$ cat src/rtl/cmp_pkg.sv
// Shared types and defaults for the shared-comparator arbiter.
// The optional CMP_SIGNED_EN macro (see cmp_core) selects a signed compare.
package cmp_pkg;

  localparam int CMP_N_DEF    = 32;
  localparam int CMP_REQS_DEF = 4;

  typedef enum logic [1:0] {
    IDLE = 2'd0,
    CMP  = 2'd1,
    RESP = 2'd2
  } state_e;

  // One-hot less / greater / equal result.
  typedef struct packed {
    logic L;
    logic G;
    logic E;
  } cmp_res_t;

endpackage

$ cat src/rtl/cmp_core.sv
// Combinational N-bit magnitude comparator, instantiated once and shared.
// Define CMP_SIGNED_EN for a two's-complement compare; unsigned otherwise.
module cmp_core #(
  parameter int N = 32
) (
  input  logic [N-1:0] a,
  input  logic [N-1:0] b,
  output logic         L,
  output logic         G,
  output logic         E
);

`ifdef CMP_SIGNED_EN
  assign L = $signed(a) < $signed(b);
  assign G = $signed(a) > $signed(b);
`else
  assign L = a < b;
  assign G = a > b;
`endif
  // Equality is bitwise regardless of signedness.
  assign E = (a == b);

endmodule

$ cat src/rtl/cmp_share_arb.sv
// Round-robin arbiter that time-shares one comparator among REQS clients.
// IDLE grants and captures operands, CMP registers the result, RESP holds it
// until the consumer takes it. CMP_SIGNED_EN only changes cmp_core.
module cmp_share_arb
  import cmp_pkg::*;
#(
  parameter int N    = CMP_N_DEF,
  parameter int REQS = CMP_REQS_DEF,
  parameter int IDW  = $clog2(REQS)
) (
  input  logic                clk,
  input  logic                rst,
  input  logic [REQS-1:0]     req_valid,
  output logic [REQS-1:0]     req_ready,
  input  logic [REQS*N-1:0]   req_a,
  input  logic [REQS*N-1:0]   req_b,
  output logic                rsp_valid,
  input  logic                rsp_ready,
  output logic [IDW-1:0]      rsp_id,
  output logic                rsp_L,
  output logic                rsp_G,
  output logic                rsp_E
);

  typedef struct packed {
    logic           found;
    logic [IDW-1:0] idx;
  } pick_t;

  // First valid requester at or after ptr, wrapping modulo REQS.
  function automatic pick_t rr_pick(input logic [REQS-1:0] v,
                                    input logic [IDW-1:0]  ptr);
    pick_t p;
    int    j;
    p = '0;
    for (int k = 0; k < REQS; k++) begin
      j = (int'(ptr) + k) % REQS;
      if (!p.found && v[j]) begin
        p.found = 1'b1;
        p.idx   = IDW'(j);
      end
    end
    return p;
  endfunction

  state_e          state_q, state_d;
  logic [IDW-1:0]  rr_ptr_q, rr_ptr_d;
  logic [IDW-1:0]  id_q, id_d;
  logic [N-1:0]    op_a_q, op_a_d;
  logic [N-1:0]    op_b_q, op_b_d;
  cmp_res_t        rsp_q, rsp_d;
  cmp_res_t        core_res;
  pick_t           pick;

  logic [N-1:0]    a_arr [REQS];
  logic [N-1:0]    b_arr [REQS];

  // Unpack the flat operand buses so the grant index selects a whole lane.
  for (genvar i = 0; i < REQS; i++) begin : g_unpack
    assign a_arr[i] = req_a[i*N +: N];
    assign b_arr[i] = req_b[i*N +: N];
  end

  cmp_core #(.N(N)) u_core (
    .a (op_a_q),
    .b (op_b_q),
    .L (core_res.L),
    .G (core_res.G),
    .E (core_res.E)
  );

  // Next-state, grant and datapath capture; req_ready never looks at rsp_ready.
  always_comb begin
    state_d   = state_q;
    rr_ptr_d  = rr_ptr_q;
    id_d      = id_q;
    op_a_d    = op_a_q;
    op_b_d    = op_b_q;
    rsp_d     = rsp_q;
    req_ready = '0;
    pick      = rr_pick(req_valid, rr_ptr_q);
    unique case (state_q)
      IDLE: begin
        if (pick.found) begin
          req_ready[pick.idx] = 1'b1;
          op_a_d  = a_arr[pick.idx];
          op_b_d  = b_arr[pick.idx];
          id_d    = pick.idx;
          state_d = CMP;
        end
      end
      CMP: begin
        rsp_d   = core_res;
        state_d = RESP;
      end
      RESP: begin
        if (rsp_ready) begin
          // Pointer moves past the winner only once its result is consumed.
          rr_ptr_d = (id_q == IDW'(REQS-1)) ? '0 : id_q + 1'b1;
          state_d  = IDLE;
        end
      end
      default: state_d = IDLE;
    endcase
  end

  // State and datapath registers; reset drops any in-flight transaction.
  always_ff @(posedge clk) begin
    if (rst) begin
      state_q  <= IDLE;
      rr_ptr_q <= '0;
      id_q     <= '0;
      op_a_q   <= '0;
      op_b_q   <= '0;
      rsp_q    <= '0;
    end else begin
      state_q  <= state_d;
      rr_ptr_q <= rr_ptr_d;
      id_q     <= id_d;
      op_a_q   <= op_a_d;
      op_b_q   <= op_b_d;
      rsp_q    <= rsp_d;
    end
  end

  assign rsp_valid = (state_q == RESP);
  assign rsp_id    = id_q;
  assign rsp_L     = rsp_q.L;
  assign rsp_G     = rsp_q.G;
  assign rsp_E     = rsp_q.E;

endmodule

$ cat config.mk
export PLATFORM = sky130hd
export DESIGN_NAME = cmp_share_arb
export DESIGN_NICKNAME = d
export VERILOG_FILES = /design/src/rtl/cmp_pkg.sv /design/src/rtl/cmp_core.sv /design/src/rtl/cmp_share_arb.sv
export SDC_FILE = /design/constraint.sdc
export NUM_CORES = 1
export LEC_CHECK = 0
export CORE_ASPECT_RATIO = 0.75
export CORE_MARGIN = 10
export CORE_UTILIZATION = 41
export DETAILED_ROUTE_END_ITERATION = 12
export HOLD_SLACK_MARGIN = 0.05
export PLACE_DENSITY = 0.85
export SKIP_LAST_GASP = 1
export SLEW_MARGIN = 15
export SYNTH_ARGS = -nofsm -noshare
export SYNTH_HDL_FRONTEND = slang
export SYNTH_HIERARCHICAL = 1
export SYNTH_SLANG_ARGS = --single-unit
$ cat constraint.sdc
create_clock -name clk -period 2.28 [get_ports clk]
set_input_delay 0.342 -clock clk [delete_from_list [all_inputs] [get_ports clk]]
set_output_delay 0.342 -clock clk [all_outputs]
set_load 0.005 [all_outputs]
==> flow_summary.yaml <==
status:
  outcome: "completed"
job:
  drv_cap: 0
setup_path:
  r2r_slack_ns: 0.15
  r2r_cells: 7
  r2r-start: "rr_ptr_q[1]"
  crit_chain: "clkdlybuf4s50_1, nor4_1, buf_4, nor3_4, buf_4, nand2_1, nor2_1, dlygate4sd2_1"
  worst_r2r_endpoint: "op_a_q[18]"
  cp_num_buf_inv: 4
  cp_common_cell: "buf_4"
  crit_required_ns: 1.94
  critical-path-slowest-cell: "clkdlybuf4s50_1"
  critPathMaxFanout: 3
  worst_setup_path_start_kind: "input pin"
  worstSetupPathType: "input pin to output port"
  critPathTopFamily: "buffers and inverters"
  end_kind: "output port"
  critPathMaxStageDelay_ns: 0.45
  cp.arrival_ns: 1.91
clock_network:
  clock_path_buffers: 2
  worstSkewPairLatency_ns: 0.33
  cts.sinks: 73
  root_buffer: "clkbuf_16"
  cts_tree: "done"
  clkTransAtPathRegs_ns: 0.06
  postCtsHoldBufs: 0
  htree_num_levels: 3
  numCtsBuffers: 9
logic_synthesis:
  ys_seq_area_frac: 0.272
  synth_seq_cells: 73
  syn_nets: 897
  synth_edf_count: 0
  synthCells: 601
  synthArstFlopShare: 0
  ys_dominant_reg_cell: "dfxtp_1"
  postSynthAreaPerCell_um2: 8.94
  yosysWarningCount: 6
  synthDistinctLibCells: 46
  synth_area_um2: 5370
timing:
  rsz0062_at_grt: "yes"
  worstMarginPinSlew_ns: 0.536
  finalCritPeriodShare: 0.988
  setup_violations: 0
  timing.fmax_mhz: 444
  drv_slew: 0
  final_hold_viol_count: 0
  relSlewSlack: 0.634
  min_period_ns: 2.25
  fin_ws_ns: 0.0273
  skew_ns: 0.00652
floorplan:
  die_h_um: 119
  num_rows: 36
  die_area_um2: 18100
  die_w_um: 152
  initial_core_util: 0.416
  core-area_um2: 12900
  io_pins: 273
finish:
  final_cells: 1053
  final_core_util: 0.679
  antenna_cells: 0
  drive_gt1_frac: 0.0941
  fin_area_um2: 8780
  multiInputGateArea_um2: 3490
  fin_nets: 1173
  synthToLayoutAreaGrowth_pct: 63.4
  nFillCells: 1040
  regArea_um2: 1470
global_route:
  grt_antenna_before_repair: 0
  overflow: 0
  grt_max_degree: 51
  first_global_vias: 5978
  grt_pass1_wl_um: 33300
  grt_use_total: 0.224
routing:
  drt-pass1-iter-count: 5
  ant_nets: 0
  first_iter_violations: 443
  routed_wl_um: 21500
  drt-vias-per-instance: 5.64
  vias: 5935
  post_drt_wl_per_cell_um: 20.4
  drc: 0
hold_path:
  hold_start: "rst"
  hp-class: "input pin to flip-flop"
  hold_depth: 2
  holdPathEnd: "state_q[0]"
pwr:
  fin_total_pwr_mw: 4.73
  power.leakage_nw: 3.48
  peakVddDrop_mv: 0.360
  pwr_density_cell_nw_per_um2: 539
placement:
  dp.cells: 1035
  dp.final_hpwl_um: 17500
  placed_area_um2: 8470
  dp_slack_ns: -0.381
  io_buffers: 272
  gp_congestion: 0.857
-- placed cells by master (no fill, tap or decap), drive strengths merged --
| master | netlist | layout |
|---|---|---|
| clkdlybuf4s50 | 0 | 264 |
| mux2i | 78 | 78 |
| dfxtp | 73 | 73 |
| and3 | 54 | 54 |
| a2111oi | 54 | 54 |
| buf | 28 | 52 |
| nand3b | 37 | 37 |
| o221ai | 37 | 37 |
| nor2 | 37 | 37 |
| inv | 33 | 33 |
| ha | 33 | 33 |
| nor4 | 29 | 29 |
| a21oi | 20 | 20 |
| nand2 | 17 | 17 |
| clkbuf | 30 | 13 |
| nand3 | 5 | 5 |
| dlygate4sd2 | 0 | 5 |
| nand4 | 5 | 5 |
| clkinv | 0 | 3 |
| o21ai | 3 | 3 |
| and4 | 3 | 3 |
| nor3 | 3 | 3 |
| nor2b | 2 | 2 |
| nand2b | 2 | 2 |
| dlymetal6s2s | 0 | 2 |
| a221oi | 2 | 2 |
| a21boi | 2 | 2 |
| o22a | 2 | 2 |
| and2 | 2 | 2 |
| or3b | 1 | 1 |
| o21a | 1 | 1 |
| or3 | 1 | 1 |
| o22ai | 1 | 1 |
| a221o | 1 | 1 |
| o211ai | 1 | 1 |
| a21o | 1 | 1 |
| and4bb | 1 | 1 |
| o31ai | 1 | 1 |
| o31a | 1 | 1 |
-- worst reg2reg max path: cells and delay by family, from the launching register on --
| kind | cells | cell delay [ns] |
|---|---|---|
| compound gates | 2 | 0.71 |
| buf+inv | 2 | 0.41 |
| simple gates | 2 | 0.38 |
| flops | 1 | 0.37 |
| mux | 1 | 0.12 |
-- per-stage QoR --
step	hold WS [ns]	TNS (ns)
final	0.243	0
after global routing	0.238	-0.0455
after detailed placement	0.479	-12.87
after global placement	0.472	-10.88
after floorplan	0.467	0
after CTS	0.233	-0.0693
-- cells by family (layout without fill, tap and decap cells) --
| kind of cell | count (synthesis) | count (layout) | synth area share |
|---|---|---|---|
| flip-flops | 73 | 73 | 0.272 |
| adder cells (fa/ha/maj) | 33 | 33 | 0.0769 |
| multiplexers | 78 | 78 | 0.145 |
| AO/OA/AOI/OAI | 127 | 127 | 0.200 |
| buffers and inverters | 91 | 372 | 0.0859 |
| AND/OR/NAND/NOR | 199 | 199 | 0.220 |
-- where the power goes --
group | internal (mW) | switching [mW] | total (mW) | leakage, nW
clock | 0.791 | 0.521 | 1.31 | 0.139
combinational | 1.01 | 0.823 | 1.83 | 2.73
sequential | 1.45 | 0.132 | 1.59 | 0.605
-- flip-flops by register name, indices dropped and copies added (netlist names) --
signal    flops
rsp_L         1
rr_ptr_q      2
rsp_id        2
rsp_G         1
op_a_q       32
op_b_q       32
state_q       2
rsp_E         1
-- final cells by class --
class	instances	share of cell area
Inverter	33	0.0141
Sequential cell	73	0.167
Tap cell	171	0.0244
Clock buffer	13	0.0296
Timing Repair Buffer	323	0.366
Multi-Input combinational cell	437	0.397
Clock inverter	3	0.00171
-- routing by layer --
layer | track usage | wire [µm]
met5 | 0 | 0
met3 | 0.0744 | 1840
met4 | 0.0408 | 228
met1 | 0.280 | 9200
met2 | 0.371 | 10200
-- worst max-delay path by stage --
stage	start	to	slack, ns	depth (start not counted)
2_1_floorplan	req_valid[2]	req_ready[0]	0.41	6
3_3_place_gp	req_valid[2]	op_a_q[14]	-0.36	7
3_5_place_dp	req_valid[2]	op_a_q[14]	-0.38	7
4_1_cts	req_valid[3]	req_ready[3]	-0.04	7
5_1_grt	req_valid[3]	req_ready[2]	-0.05	8
6_report	req_valid[3]	req_ready[2]	0.03	8
-- synth_stat cells (2+ instances only) --
| master | number | area [µm²] |
|---|---|---|
| mux2i_1 | 78 | 781 |
| dfxtp_1 | 73 | 1460 |
| and3_1 | 54 | 338 |
| nand3b_1 | 37 | 278 |
| o221ai_1 | 37 | 324 |
| nor2_1 | 36 | 135 |
| ha_1 | 33 | 413 |
| inv_1 | 33 | 124 |
| clkbuf_1 | 29 | 109 |
| nor4_1 | 28 | 175 |
| a2111oi_0 | 27 | 236 |
| a2111oi_1 | 26 | 260 |
| a21oi_1 | 19 | 95.1 |
| nand2_1 | 15 | 56.3 |
| buf_6 | 13 | 146 |
| buf_2 | 11 | 55.1 |
| nand3_1 | 5 | 25.0 |
| nand4_1 | 5 | 31.3 |
| and4_1 | 3 | 26.3 |
| nor3_1 | 3 | 15.0 |
| o21ai_0 | 3 | 15.0 |
| a221oi_1 | 2 | 17.5 |
| and2_1 | 2 | 12.5 |
| buf_1 | 2 | 7.51 |
| buf_4 | 2 | 15.0 |
| nand2_2 | 2 | 12.5 |
| nand2b_1 | 2 | 12.5 |
| nor2b_1 | 2 | 12.5 |
| o22a_1 | 2 | 17.5 |
-- repair_timing --
action / CTS / global route
setup buffers: 1 / 1
setup endpoints to repair: 5 / 6
pin swaps: 1 / 1
gates resized for setup: 11 / 6
(Power assumes the default switching activity.)
